### config.mk
export PLATFORM = sky130hd
export DESIGN_NAME = march_fail_logger_flat
export DESIGN_NICKNAME = d
export VERILOG_FILES = /design/src/rtl/march_fail_logger_if.sv /design/src/rtl/march_fail_logger.sv /design/src/flat_wrapper.sv
export SDC_FILE = /design/constraint.sdc
export NUM_CORES = 1
export LEC_CHECK = 0
export BUFFER_PORTS_ARGS = -buffer_cell sky130_fd_sc_hd__buf_4
export CAP_MARGIN = 40
export CORE_MARGIN = 2
export CORE_UTILIZATION = 52
export CTS_CLUSTER_SIZE = 16
export DETAILED_ROUTE_END_ITERATION = 12
export PLACE_DENSITY = 0.75
export SLEW_MARGIN = 20
export SYNTH_ARGS = -nofsm -noshare
export SYNTH_HDL_FRONTEND = slang
export SYNTH_SLANG_ARGS = --single-unit
### constraint.sdc
create_clock -name clk -period 2.3 [get_ports clk]
set_clock_uncertainty 0.1 [all_clocks]
set_input_delay 0.115 -clock clk [delete_from_list [all_inputs] [get_ports clk]]
set_output_delay 0.115 -clock clk [all_outputs]
set_load 0.05 [all_outputs]
### src/rtl/march_fail_logger_if.sv
// Compare-strobe, control and log-drain bundle for march_fail_logger.
// Log entries are {addr, syndrome} with FAIL_LOG_SYNDROME_EN defined, otherwise addr only.
interface march_fail_logger_if #(
  parameter int ADDR_W = 8,
  parameter int DATA_W = 4,
  parameter int CNT_W  = 9
);
`ifdef FAIL_LOG_SYNDROME_EN
  localparam int LOG_W = ADDR_W + DATA_W;
`else
  localparam int LOG_W = ADDR_W;
`endif

  logic              start;
  logic              test_end;
  logic              cmp_valid;
  logic [ADDR_W-1:0] cmp_addr;
  logic [DATA_W-1:0] cmp_exp;
  logic [DATA_W-1:0] cmp_got;
  logic              go_nogo;
  logic              overflow;
  logic [CNT_W-1:0]  fail_count;
  logic              done;
  logic              log_valid;
  logic [LOG_W-1:0]  log_data;
  logic              log_ready;

  modport master (
    output start, test_end, cmp_valid, cmp_addr, cmp_exp, cmp_got, log_ready,
    input  go_nogo, overflow, fail_count, done, log_valid, log_data
  );

  modport slave (
    input  start, test_end, cmp_valid, cmp_addr, cmp_exp, cmp_got, log_ready,
    output go_nogo, overflow, fail_count, done, log_valid, log_data
  );
endinterface

### src/rtl/march_fail_logger.sv
// March BIST fail logger: FWFT log of failing reads, saturating count, sticky flags.
// FAIL_LOG_SYNDROME_EN adds the exp^got syndrome to each log entry.
module march_fail_logger #(
  parameter int ADDR_W = 8,
  parameter int DATA_W = 4,
  parameter int DEPTH  = 8,
  parameter int CNT_W  = 9
) (
  input  logic               clk,
  input  logic               rst,
  march_fail_logger_if.slave bus
);
  localparam int PTR_W = $clog2(DEPTH);
  localparam int OCC_W = PTR_W + 1;
`ifdef FAIL_LOG_SYNDROME_EN
  localparam int LOG_W = ADDR_W + DATA_W;
`else
  localparam int LOG_W = ADDR_W;
`endif

  typedef enum logic [1:0] {IDLE, ARMED, FINISHED} state_t;

  state_t           state_q;
  logic [LOG_W-1:0] mem_q [DEPTH];
  logic [PTR_W-1:0] wr_ptr_q, rd_ptr_q;
  logic [OCC_W-1:0] occ_q, occ_d;
  logic [CNT_W-1:0] fail_cnt_q, fail_cnt_d;
  logic             go_q, ovf_q, done_q;
  logic [DATA_W-1:0] syn;
  logic             full, pop, fail_ev, push, drop;
  logic [LOG_W-1:0] entry;

  function automatic logic [CNT_W-1:0] sat_inc(input logic [CNT_W-1:0] v);
    return (&v) ? v : v + CNT_W'(1);
  endfunction

  // start wins over a same-cycle compare, so it never produces a fail event
  always_comb begin
    syn        = bus.cmp_exp ^ bus.cmp_got;
    full       = (occ_q == OCC_W'(DEPTH));
    pop        = (occ_q != '0) && bus.log_ready;
    fail_ev    = (state_q == ARMED) && bus.cmp_valid && (syn != '0) && !bus.start;
    push       = fail_ev && (!full || pop);
    drop       = fail_ev && !push;
    fail_cnt_d = sat_inc(fail_cnt_q);
    occ_d      = occ_q + OCC_W'(push) - OCC_W'(pop);
  end

`ifdef FAIL_LOG_SYNDROME_EN
  assign entry = {bus.cmp_addr, syn};
`else
  assign entry = bus.cmp_addr;
`endif

  always_ff @(posedge clk) begin
    if (rst) begin
      state_q    <= IDLE;
      wr_ptr_q   <= '0;
      rd_ptr_q   <= '0;
      occ_q      <= '0;
      fail_cnt_q <= '0;
      go_q       <= 1'b0;
      ovf_q      <= 1'b0;
      done_q     <= 1'b0;
    end else if (bus.start) begin
      state_q    <= ARMED;
      wr_ptr_q   <= '0;
      rd_ptr_q   <= '0;
      occ_q      <= '0;
      fail_cnt_q <= '0;
      go_q       <= 1'b0;
      ovf_q      <= 1'b0;
      done_q     <= 1'b0;
    end else begin
      occ_q <= occ_d;
      if (pop)  rd_ptr_q <= rd_ptr_q + PTR_W'(1);
      if (push) wr_ptr_q <= wr_ptr_q + PTR_W'(1);
      if (fail_ev) begin
        go_q       <= 1'b1;
        fail_cnt_q <= fail_cnt_d;
      end
      if (drop) ovf_q <= 1'b1;
      case (state_q)
        ARMED: if (bus.test_end) begin
          state_q <= FINISHED;
          done_q  <= 1'b1;
        end
        default: ;
      endcase
    end
  end

  // Log storage carries no reset; occupancy alone decides what is visible
  always_ff @(posedge clk) begin
    if (push) mem_q[wr_ptr_q] <= entry;
  end

  assign bus.go_nogo    = go_q;
  assign bus.overflow   = ovf_q;
  assign bus.fail_count = fail_cnt_q;
  assign bus.done       = done_q;
  assign bus.log_valid  = (occ_q != '0);
  assign bus.log_data   = mem_q[rd_ptr_q];
endmodule

### src/flat_wrapper.sv
// flat-port wrapper written by rule: the top's interface ports become plain ports
module march_fail_logger_flat 
#(
  parameter int ADDR_W = 8,
  parameter int DATA_W = 4,
  parameter int DEPTH  = 8,
  parameter int CNT_W  = 9
)
  (clk, rst, bus_start, bus_test_end, bus_cmp_valid, bus_cmp_addr, bus_cmp_exp, bus_cmp_got, bus_log_ready, bus_go_nogo, bus_overflow, bus_fail_count, bus_done, bus_log_valid, bus_log_data);
  march_fail_logger_if #(.ADDR_W(ADDR_W), .DATA_W(DATA_W), .CNT_W(CNT_W)) bus_i ();
  input  logic clk;
  input  logic rst;
  input wire logic [$bits(bus_i.start)-1:0] bus_start;
  input wire logic [$bits(bus_i.test_end)-1:0] bus_test_end;
  input wire logic [$bits(bus_i.cmp_valid)-1:0] bus_cmp_valid;
  input wire logic [$bits(bus_i.cmp_addr)-1:0] bus_cmp_addr;
  input wire logic [$bits(bus_i.cmp_exp)-1:0] bus_cmp_exp;
  input wire logic [$bits(bus_i.cmp_got)-1:0] bus_cmp_got;
  input wire logic [$bits(bus_i.log_ready)-1:0] bus_log_ready;
  output wire logic [$bits(bus_i.go_nogo)-1:0] bus_go_nogo;
  output wire logic [$bits(bus_i.overflow)-1:0] bus_overflow;
  output wire logic [$bits(bus_i.fail_count)-1:0] bus_fail_count;
  output wire logic [$bits(bus_i.done)-1:0] bus_done;
  output wire logic [$bits(bus_i.log_valid)-1:0] bus_log_valid;
  output wire logic [$bits(bus_i.log_data)-1:0] bus_log_data;
  assign bus_i.start = bus_start;
  assign bus_i.test_end = bus_test_end;
  assign bus_i.cmp_valid = bus_cmp_valid;
  assign bus_i.cmp_addr = bus_cmp_addr;
  assign bus_i.cmp_exp = bus_cmp_exp;
  assign bus_i.cmp_got = bus_cmp_got;
  assign bus_i.log_ready = bus_log_ready;
  assign bus_go_nogo = bus_i.go_nogo;
  assign bus_overflow = bus_i.overflow;
  assign bus_fail_count = bus_i.fail_count;
  assign bus_done = bus_i.done;
  assign bus_log_valid = bus_i.log_valid;
  assign bus_log_data = bus_i.log_data;
  march_fail_logger #(.ADDR_W(ADDR_W), .DATA_W(DATA_W), .DEPTH(DEPTH), .CNT_W(CNT_W)) u_core (.clk(clk), .rst(rst), .bus(bus_i));
endmodule
==> Word level (Yosys, flattened, before mapping) <==
Memory sizes are Yosys's and may differ from the RTL's. A register that Yosys moved wholly into a read port is not among the register bits.
Index checks and enable logic that the tools add are counted.
{ "classes": {"reduce_logical": 19, "addsub": 5, "bitwise_logic": 2, "eq_ne": 2, "muxes": 7} }
{ "op_table": {"columns": ["op", "n"], "rows": [
  ["$add A9 B1 Y9 const B", 1],
  ["$reduce_and A9 Y1", 1],
  ["$reduce_bool A4 Y1", 2],
  ["$add A3 B1 Y3 const B", 2],
  ["$logic_and A1 B1 Y1", 6],
  ["$mux W3", 2],
  ["$reduce_and A2 Y1", 3],
  ["$mux W1", 5],
  ["$add A4 B1 Y4", 1],
  ["$eq A4 B4 Y1 const B", 1],
  ["$reduce_bool A2 Y1", 2],
  ["$sub A4 B1 Y4", 1],
  ["$xor A4 B4 Y4", 1],
  ["$logic_not A1 Y1", 3],
  ["$eq A2 B1 Y1 const B", 1],
  ["$reduce_or A2 Y1", 1],
  ["$logic_or A1 B1 Y1", 1],
  ["$not A1 Y1", 1]
]} }
{ "totals": {"mem_count": 1, "input_bits": 22, "regBits": 23, "mem_bits_rw": 64, "wordCells": 44} }
{ "memory_table": {"columns": ["name", "words", "width", "read_ports", "rd_clocked_by_memory_dff", "wr", "line", "rtl"], "rows": [
  ["u_core.mem_q", 8, 8, 1, 1, 1, "march_fail_logger.sv:24", "logic [LOG_W-1:0] mem_q [DEPTH];"]
]} }

==> Depth between registers and ports, before layout <==
Gate-level depths: netlist of run 1.
{ "logic_depth": {"ltp_word": 7, "mapped_depth": 12, "depth_no_buf": 12} }

==> Worst setup path after synthesis of run 1 <==
OpenSTA, ideal clock, no wires.
{ "synth_timing": {"kind": "register -> register", "start": "register u_core.occ_q[2]", "end": "register u_core.occ_q[2]", "setup_time_ns": 0.128, "t_arrival_ns": 2.404, "setup_slack_ns": -0.332, "period_less_slack_ns": 2.632, "path_buffers": 0, "path_stages_with_launch": 13, "cell_sequence": "dfxtp_1 inv_1 ha_1 or3b_1 nand2_1 inv_1 ha_1 inv_1 ha_1 inv_1 fa_1 xor2_1 nor2_1"} }
{ "synth_via": {"elab_chain_len": 6, "elab_cells_between_ends": 8} }
{ "synth_rtl": {"columns": ["element", "line", "rtl"], "rows": [
  ["from (decl)", "march_fail_logger.sv:26", "logic [OCC_W-1:0] occ_q, occ_d;"],
  ["from (signal assigned)", "march_fail_logger.sv:60", "occ_q <= '0;"],
  ["from (signal assigned)", "march_fail_logger.sv:69", "occ_q <= '0;"],
  ["from (signal assigned)", "march_fail_logger.sv:75", "occ_q <= occ_d;"],
  ["$reduce_bool A4 Y1 (*)", null, null],
  ["named net bus_log_valid", "flat_wrapper.sv:24", "output wire logic [$bits(bus_i.log_valid)-1:0] bus_log_valid;"],
  ["$logic_and A1 B1 Y1 (*)", "march_fail_logger.sv:41", "pop = (occ_q != '0) && bus.log_ready;"],
  ["$logic_or A1 B1 Y1", "march_fail_logger.sv:43", "push = fail_ev && (!full || pop);"],
  ["$logic_and A1 B1 Y1", "march_fail_logger.sv:43", null],
  ["$add A4 B1 Y4", "march_fail_logger.sv:46", "occ_d = occ_q + OCC_W'(push) - OCC_W'(pop);"],
  ["$sub A4 B1 Y4 (*)", "march_fail_logger.sv:46", null]
]} }
Mark *: on every way through the listed nets, which the timed path passes. The rest lies on a longest branch.
A chain may end at the register's enable or synchronous reset.

==> Final worst setup path of run 1 <==
{ "layout_timing": {"start": "register u_core.occ_q[3]", "end": "register u_core.occ_q[1]"} }
{ "layout_via": {"elab_chain_len": 6, "elab_cells_between_ends": 8} }
{ "layout_rtl": {"columns": ["element", "line"], "rows": [
  ["$eq A4 B4 Y1 / $reduce_bool A4 Y1 (equally long branches)", "march_fail_logger.sv:40, march_fail_logger.sv:41"],
  ["$logic_not A1 Y1 / $logic_and A1 B1 Y1 (equally long branches)", "march_fail_logger.sv:43, march_fail_logger.sv:41"],
  ["$logic_or A1 B1 Y1", "march_fail_logger.sv:43"],
  ["$logic_and A1 B1 Y1", "march_fail_logger.sv:43"],
  ["$add A4 B1 Y4", "march_fail_logger.sv:46"],
  ["$sub A4 B1 Y4 (*)", "march_fail_logger.sv:46"]
]} }
Every way passes the cells marked *; elsewhere a longest branch is shown, timed or not.

==> impl_results.md, run 1 <==
* I/O Buffers at 42
* Syn Nets at 275
* Crit Path Class: flop to flop
* Drt pass-1 iters at 4
* Hold crit path type: input pin to flop
* Die area at 0.00794 mm2
* Nets at between 300 and 400
* Crit path launch type: flop
* Post-synthesis compound-gate area fraction at 0.0544
* Post-Synthesis Cell Area at 0.00377 mm2
* Final GP Congestion at 0.760
* TritonCTS clock tree: yes
* FF-to-FF path depth at 11
* Hold path cells at 5
* WP data required at 2.42 ns
* Chip width at 89.1 um
* Syn avg cell area at between 15 and 20 um2
* Dpl hpwl at 4230 um
* RR Startpoint: u_core.occ_q[3]$_SDFF_PP0_
* Register area share after synthesis at 0.648
* EDFF count, synth at 64
* Slew Viols, Final at 0
* Post-Synth XOR/XNOR Area at 0.0226
* CTS Buf Count at 9
* Ratio of cells with drive above 1 in the final layout at 0.393
* Number of global-route vias before repair at 2208
* Total wire length at 6720 um
* Post-Synth Simple-Gate Area at 0.0843
* Vias at between 2000 and 2500
* CP startpoint: u_core.occ_q[3]$_SDFF_PP0_
* Leak at 1.65 nW
* Yosys warnings at 0
* Worst-path fanout max at 2
* Area leader, netlist: edfxtp_1
* Final core occ at 0.659
* WL per Instance at 15.9 um
* Global route overflow at 0
* Setup slack at placement at -0.0448 ns
* P per Cell Area at roughly 770 mW/mm2
* Multi-input gate area at 0.00130 mm2
* # rows at 31
* Final ANT Viol Nets at 0
* Vias per inst at 5.34
* Max-cap violations at 0
* Met3 WL post-DR at ~290 um
* Setup_tns at 0 ns
* Final Power at 3.60 mW
* Slew @ Worst Pin at 0.815 ns
* Status: finished clean
* Synth top area share at 0.510
* Main area contributors after synthesis: edfxtp_1, dfxtp_1, mux4_2
* Number of antenna cells inserted at 0
* Area grow syn2layout at 24.8%
* Wl on met1 at 2960 um
* Clock transition at the registers of the reported paths at 0.09 ns
* Clock latency on the worst-skew pair at 0.35 ns
* HP Start: bus_cmp_valid
* Core area at 0.00714 mm2
* Max VDD drop at 0.691 mV
* Filler instances at 544
* Initial antenna violation count at 0
* Mapped Cells at 242
* Uppermost layer routed: met4
* Crit share post-route at 0.975
* Netlist cell types at 45
* Pin count of the biggest net entering global routing at 21
* Flops & latches, synth at 90
* Critical Path AT at 2.36 ns
* I/O pins at between 40 and 50
* Reg area at between 0.002 and 0.0025 mm2
* Clock buffer depth at 2
* Top FF cell, synth: edfxtp_1
* GRT Total Usage at 0.182
* Crit path time final at 2.24 ns
* Root buffer cell: clkbuf_8
* Die height at 89.1 um
* Mux contribution to synthesized area at 0.125
* FFs w/ async S/R, synth at 0
* Final worst slack at about 0.057 ns
* H-tree depth at 3
* Critical path endpoint category: flop
* Initial Util at 0.528
* First-pass GRT wire length at 10600 um
* Area share of fa/ha/maj cells after synthesis at 0.0385
* # DRC at 0
* Setup violators final at 0
* DR WL met2 at 3380 um
* First DRT Iteration DRCs at about 100
* Main combinational cell family by area after synthesis: multiplexers
* RSZ-0062 raised after global routing: yes
* # clock sinks at 90
* Max_slew headroom at 0.455
* Fmax at 0.446 GHz
* Final Hold Fails at 0
## cells in the mapped netlist, drive strengths merged (2+ instances only)
master and n:
o31ai 7, nor3 4, mux2i 2, mux4 16
nand3 6, or4 6, and4 3, ha 10
o21ai 3, edfxtp 64, nor2 15, xor2 7
clkbuf 4, a21oi 13, nand2 10, dfxtp 26
mux2 8, or3 2, inv 11, buf 5
nand2b 3, nand3b 2
## metal layers
metal / up-vias / track usage
met1: 1092 / 0.228
met5: - / 0
li1: 1095 / -
met2: 58 / 0.309
met3: 8 / 0.0416
met4: 0 / 0.0719
## cells by family after synthesis
group           Yosys count
compound gates           29
xor+xnor                  8
fa+ha+maj                11
buf+inv                  20
flops                    90
mux                      26
simple gates             58
## where the power goes
part | internal [mW] | switching, mW
clock network | 0.505 | 0.546
logic | 0.373 | 0.393
registers | 1.76 | 0.0217
total | 2.64 | 0.961
## what timing repair did
item                                   4_1_cts  5_1_grt
resized for setup                            6        5
setup buffers                                1        1
gates cloned                                 0        0
pin swaps                                    5        7
endpoints found under the hold margin       68        0
setup endpoints to repair                    2       15
hold buffers                                13        0
## final timing paths
check             slack (ns)                               endpoint
setup / recovery        0.06             u_core.occ_q[1]$_SDFF_PP0_
hold / removal          0.38  u_core.bus.fail_count[0]$_SDFFE_PP0P_
setup reg to reg        0.06             u_core.occ_q[1]$_SDFF_PP0_
hold reg to reg         0.38       u_core.bus.overflow$_SDFFE_PP0P_
## flip-flops by register name, indices dropped and copies added, names as in the netlist, named ones only
register,flops
u_core.wr_ptr_q,3
u_core.bus.fail_count,9
u_core.bus.done,1
u_core.bus.overflow,1
u_core.rd_ptr_q,3
u_core.mem_q,64
u_core.occ_q,4
u_core.state_q,1
u_core.bus.go_nogo,1
## metrics by stage
stage	instances	hold slack [ns]	instance area [um2]
final	422	0.379	4700
after global routing	422	0.407	4700
after CTS	421	0.373	4680
after detailed placement	391	0.200	4320
after global placement	389	0.196	4310
after floorplan	242	0.0874	3810
## area by class of cell
cell class	instances	share of cell area
Clock buffer	10	0.0271
Clock inverter	6	0.0141
Inverter	11	0.00931
Multi-Input combinational cell	132	0.276
Sequential cell	90	0.520
Tap cell	99	0.0263
Timing Repair Buffer	74	0.128
## cell usage in the layout, fill, tap and decap left out, types with 3 or more instances in the layout
| master | count |
|---|---|
| ha_1 | 7 |
| or4_1 | 6 |
| nand3_1 | 6 |
| nand2b_1 | 3 |
| buf_4 | 60 |
| ha_4 | 3 |
| clkbuf_8 | 9 |
| xor2_1 | 5 |
| nor2_2 | 3 |
| dfxtp_1 | 24 |
| a21oi_1 | 12 |
| mux4_2 | 16 |
| and4_1 | 3 |
| inv_2 | 5 |
| inv_1 | 5 |
| edfxtp_1 | 64 |
| nor2_1 | 12 |
| nand2_1 | 8 |
| o21ai_1 | 3 |
| mux2_2 | 8 |
| dlygate4sd3_1 | 13 |
| o31ai_1 | 7 |
## critical path, cell delays in order, from the launching register on
cell     delay [ns]
dfxtp_2        0.33
inv_2          0.06
ha_4           0.13
or3b_4         0.38
nand2_2        0.08
inv_2          0.05
ha_4           0.22
inv_4          0.05
ha_4           0.13
inv_2          0.03
fa_2           0.50
nor2_1         0.04
No activity file was read; power rests on OpenSTA's default activity.
==> run 2: changes to the inputs <==
Settings changed: CELL_PAD_IN_SITES_DETAIL_PLACEMENT set to 1, CELL_PAD_IN_SITES_GLOBAL_PLACEMENT set to 2, CORE_UTILIZATION 52 to 42, PLACE_DENSITY 0.75 to unset, PLACE_DENSITY_LB_ADDON set to 0.1.
Clock period 2.3 ns to 2.48 ns, I/O delays scaled along.
==> impl_results.md, run 2 (synthesis gave the netlist of run 1 again) <==
* Buffers & Inverters on Critical Path at 4
* Initial Util at 0.432
* # DRC at 0
* Leak at approximately 1.6 nW
* Setup violators final at 0
* Filler instances at 861
* Total wire length at around 7300 um
* Slew @ Worst Pin at 0.805 ns
* Die height at 98.7 um
* Max_slew headroom at 0.463
* Final core occ at 0.530
* Fmax at 0.419 GHz
* WP data required at 2.59 ns
* Max VDD drop at between 0.2 and 0.3 mV
* Final ANT Viol Nets at 0
* Clock buffer depth at 2
* Global route overflow at 0
* I/O pins at 43
* Pin count of the biggest net entering global routing at 21
* Max stage delay on crit path at approximately 0.51 ns
* Drt pass-1 iters at 4
* Crit-path leading delay family: adder cells
* Core area at 0.00872 mm2
* First DRT Iteration DRCs at 83
* Max-cap violations at 0
* Nets at 348
* CTS Buf Count at 9
* Number of flip-flops in the largest register at 64
* Commonest non-fill, non-tap cell in the layout: edfxtp_1
* Crit Path Class: flop to flop
* Critical-path cell list: inv_2 -> ha_2 -> or3b_4 -> nand2_2 -> inv_1 -> ha_1 -> inv_1 -> ha_2 -> inv_1 -> fa_2 -> nor2_1
* Vias per inst at 5.17
* Most frequent cells in the layout: edfxtp_1, buf_4, dfxtp_1
* Worst-path fanout max at 3
* Final Hold Fails at 0
* Number of global-route vias before repair at 2282
* Internal power at 2.34 mW
* CP max stage cell: fa_2
* Number of antenna cells inserted at 0
* TritonCTS clock tree: yes
* Vias at 2211
* Crit path time final at 2.39 ns
* Seq pwr share at 0.509
* Root buffer cell: clkbuf_8
* Dpl hpwl at 4740 um
* Chip width at 98.7 um
* H-tree depth at 3
* Crit path launch type: flop
* Final Power at 3.25 mW
* Clock latency on the worst-skew pair at 0.34 ns
* Logic pwr share at 0.191
* GRT Total Usage at 0.160
* Initial antenna violation count at 0
* # clock sinks at 90
* Final GP Congestion at just over 0.7
* Reg with most FFs: u_core.mem_q
* P_sw at between 0.9 and 1 mW
* Switching portion of total power at 0.279
* Hold crit path type: input pin to flop
* Area grow syn2layout at 22.6%
* I/O Buffers at 42
* P per Cell Area at 703 mW/mm2
* Clock transition at the registers of the reported paths at about 0.090 ns
* Slew Viols, Final at 0
* Critical Path AT at 2.50 ns
* Status: finished clean
* Die area at 0.00975 mm2
* Critical path endpoint category: flop
* First-pass GRT wire length at 11800 um
* Crit path top cell by count: inv_1
* Ratio of cells with drive above 1 in the final layout at 0.353
* WL per Instance at 17.1 um
* Clock power share at 0.300
* Crit share post-route at 0.962
* # rows at 34
[run 2: layer usage]
metal | GRT usage | vias to the layer above | share of wire
met1 | 0.212 | 1086 | 0.45
met5 | 0 | - | 0
li1 | - | 1077 | -
met3 | 0.0383 | 2 | 0.035
met2 | 0.266 | 46 | 0.51
met4 | 0.0411 | 0 | 0.0049
[run 2: cell type report]
type                            count  area, um2  area share
Multi-Input combinational cell    132       1240       0.269
Sequential cell                    90       2440       0.529
Tap cell                          108        135      0.0292
Clock inverter                      6       56.3      0.0122
Inverter                           11       41.3     0.00894
Clock buffer                       10        138      0.0298
Timing Repair Buffer               71        566       0.122
[run 2: power by group through the flow]
stage	logic, mW	registers (mW)	clock network [mW]
2_1_floorplan	0.431	1.69	0
3_3_place_gp	0.582	1.69	0
3_5_place_dp	0.590	1.69	0
4_1_cts	0.610	1.65	1.01
5_1_grt	0.687	1.66	1.07
6_report	0.621	1.65	0.975
[run 2: path summary, 6_finish.rpt]
path	from	endpoint	slack, ns	depth (start not counted)
worst max-delay path	u_core.occ_q[2]$_SDFF_PP0_	u_core.occ_q[1]$_SDFF_PP0_	0.09	11
worst min-delay path	bus_cmp_valid	u_core.bus.overflow$_SDFFE_PP0P_	0.27	4
worst max register to register	u_core.occ_q[2]$_SDFF_PP0_	u_core.occ_q[1]$_SDFF_PP0_	0.09	11
worst min register to register	u_core.bus.overflow$_SDFFE_PP0P_	u_core.bus.overflow$_SDFFE_PP0P_	0.38	2
[run 2: stage by stage]
stage / cells / hold WS, ns / area (um2) / setup WS [ns] / TNS [ns]
after global routing: 428 / 0.274 / 4620 / -0.0244 / -0.0327
final: 428 / 0.266 / 4620 / 0.0937 / 0
after global placement: 398 / 0.212 / 4280 / 0.0817 / 0
after detailed placement: 398 / 0.215 / 4280 / 0.0358 / 0
after floorplan: 242 / 0.0964 / 3780 / 0.0366 / 0
after CTS: 427 / 0.256 / 4600 / 0.0239 / 0
[run 2: timing repair]
item,CTS,global route
endpoints found under the hold margin,69,0
setup endpoints to repair,0,3
buffers inserted,0,1
hold buffers,13,0
resized for setup,0,5
[run 2: worst reg2reg max path, stage by stage, from the launching register on]
cell     delay [ns]
dfxtp_1        0.32
inv_2          0.07
ha_2           0.17
or3b_4         0.39
nand2_2        0.08
inv_1          0.05
ha_1           0.26
inv_1          0.06
ha_2           0.17
inv_1          0.05
fa_2           0.51
nor2_1         0.04
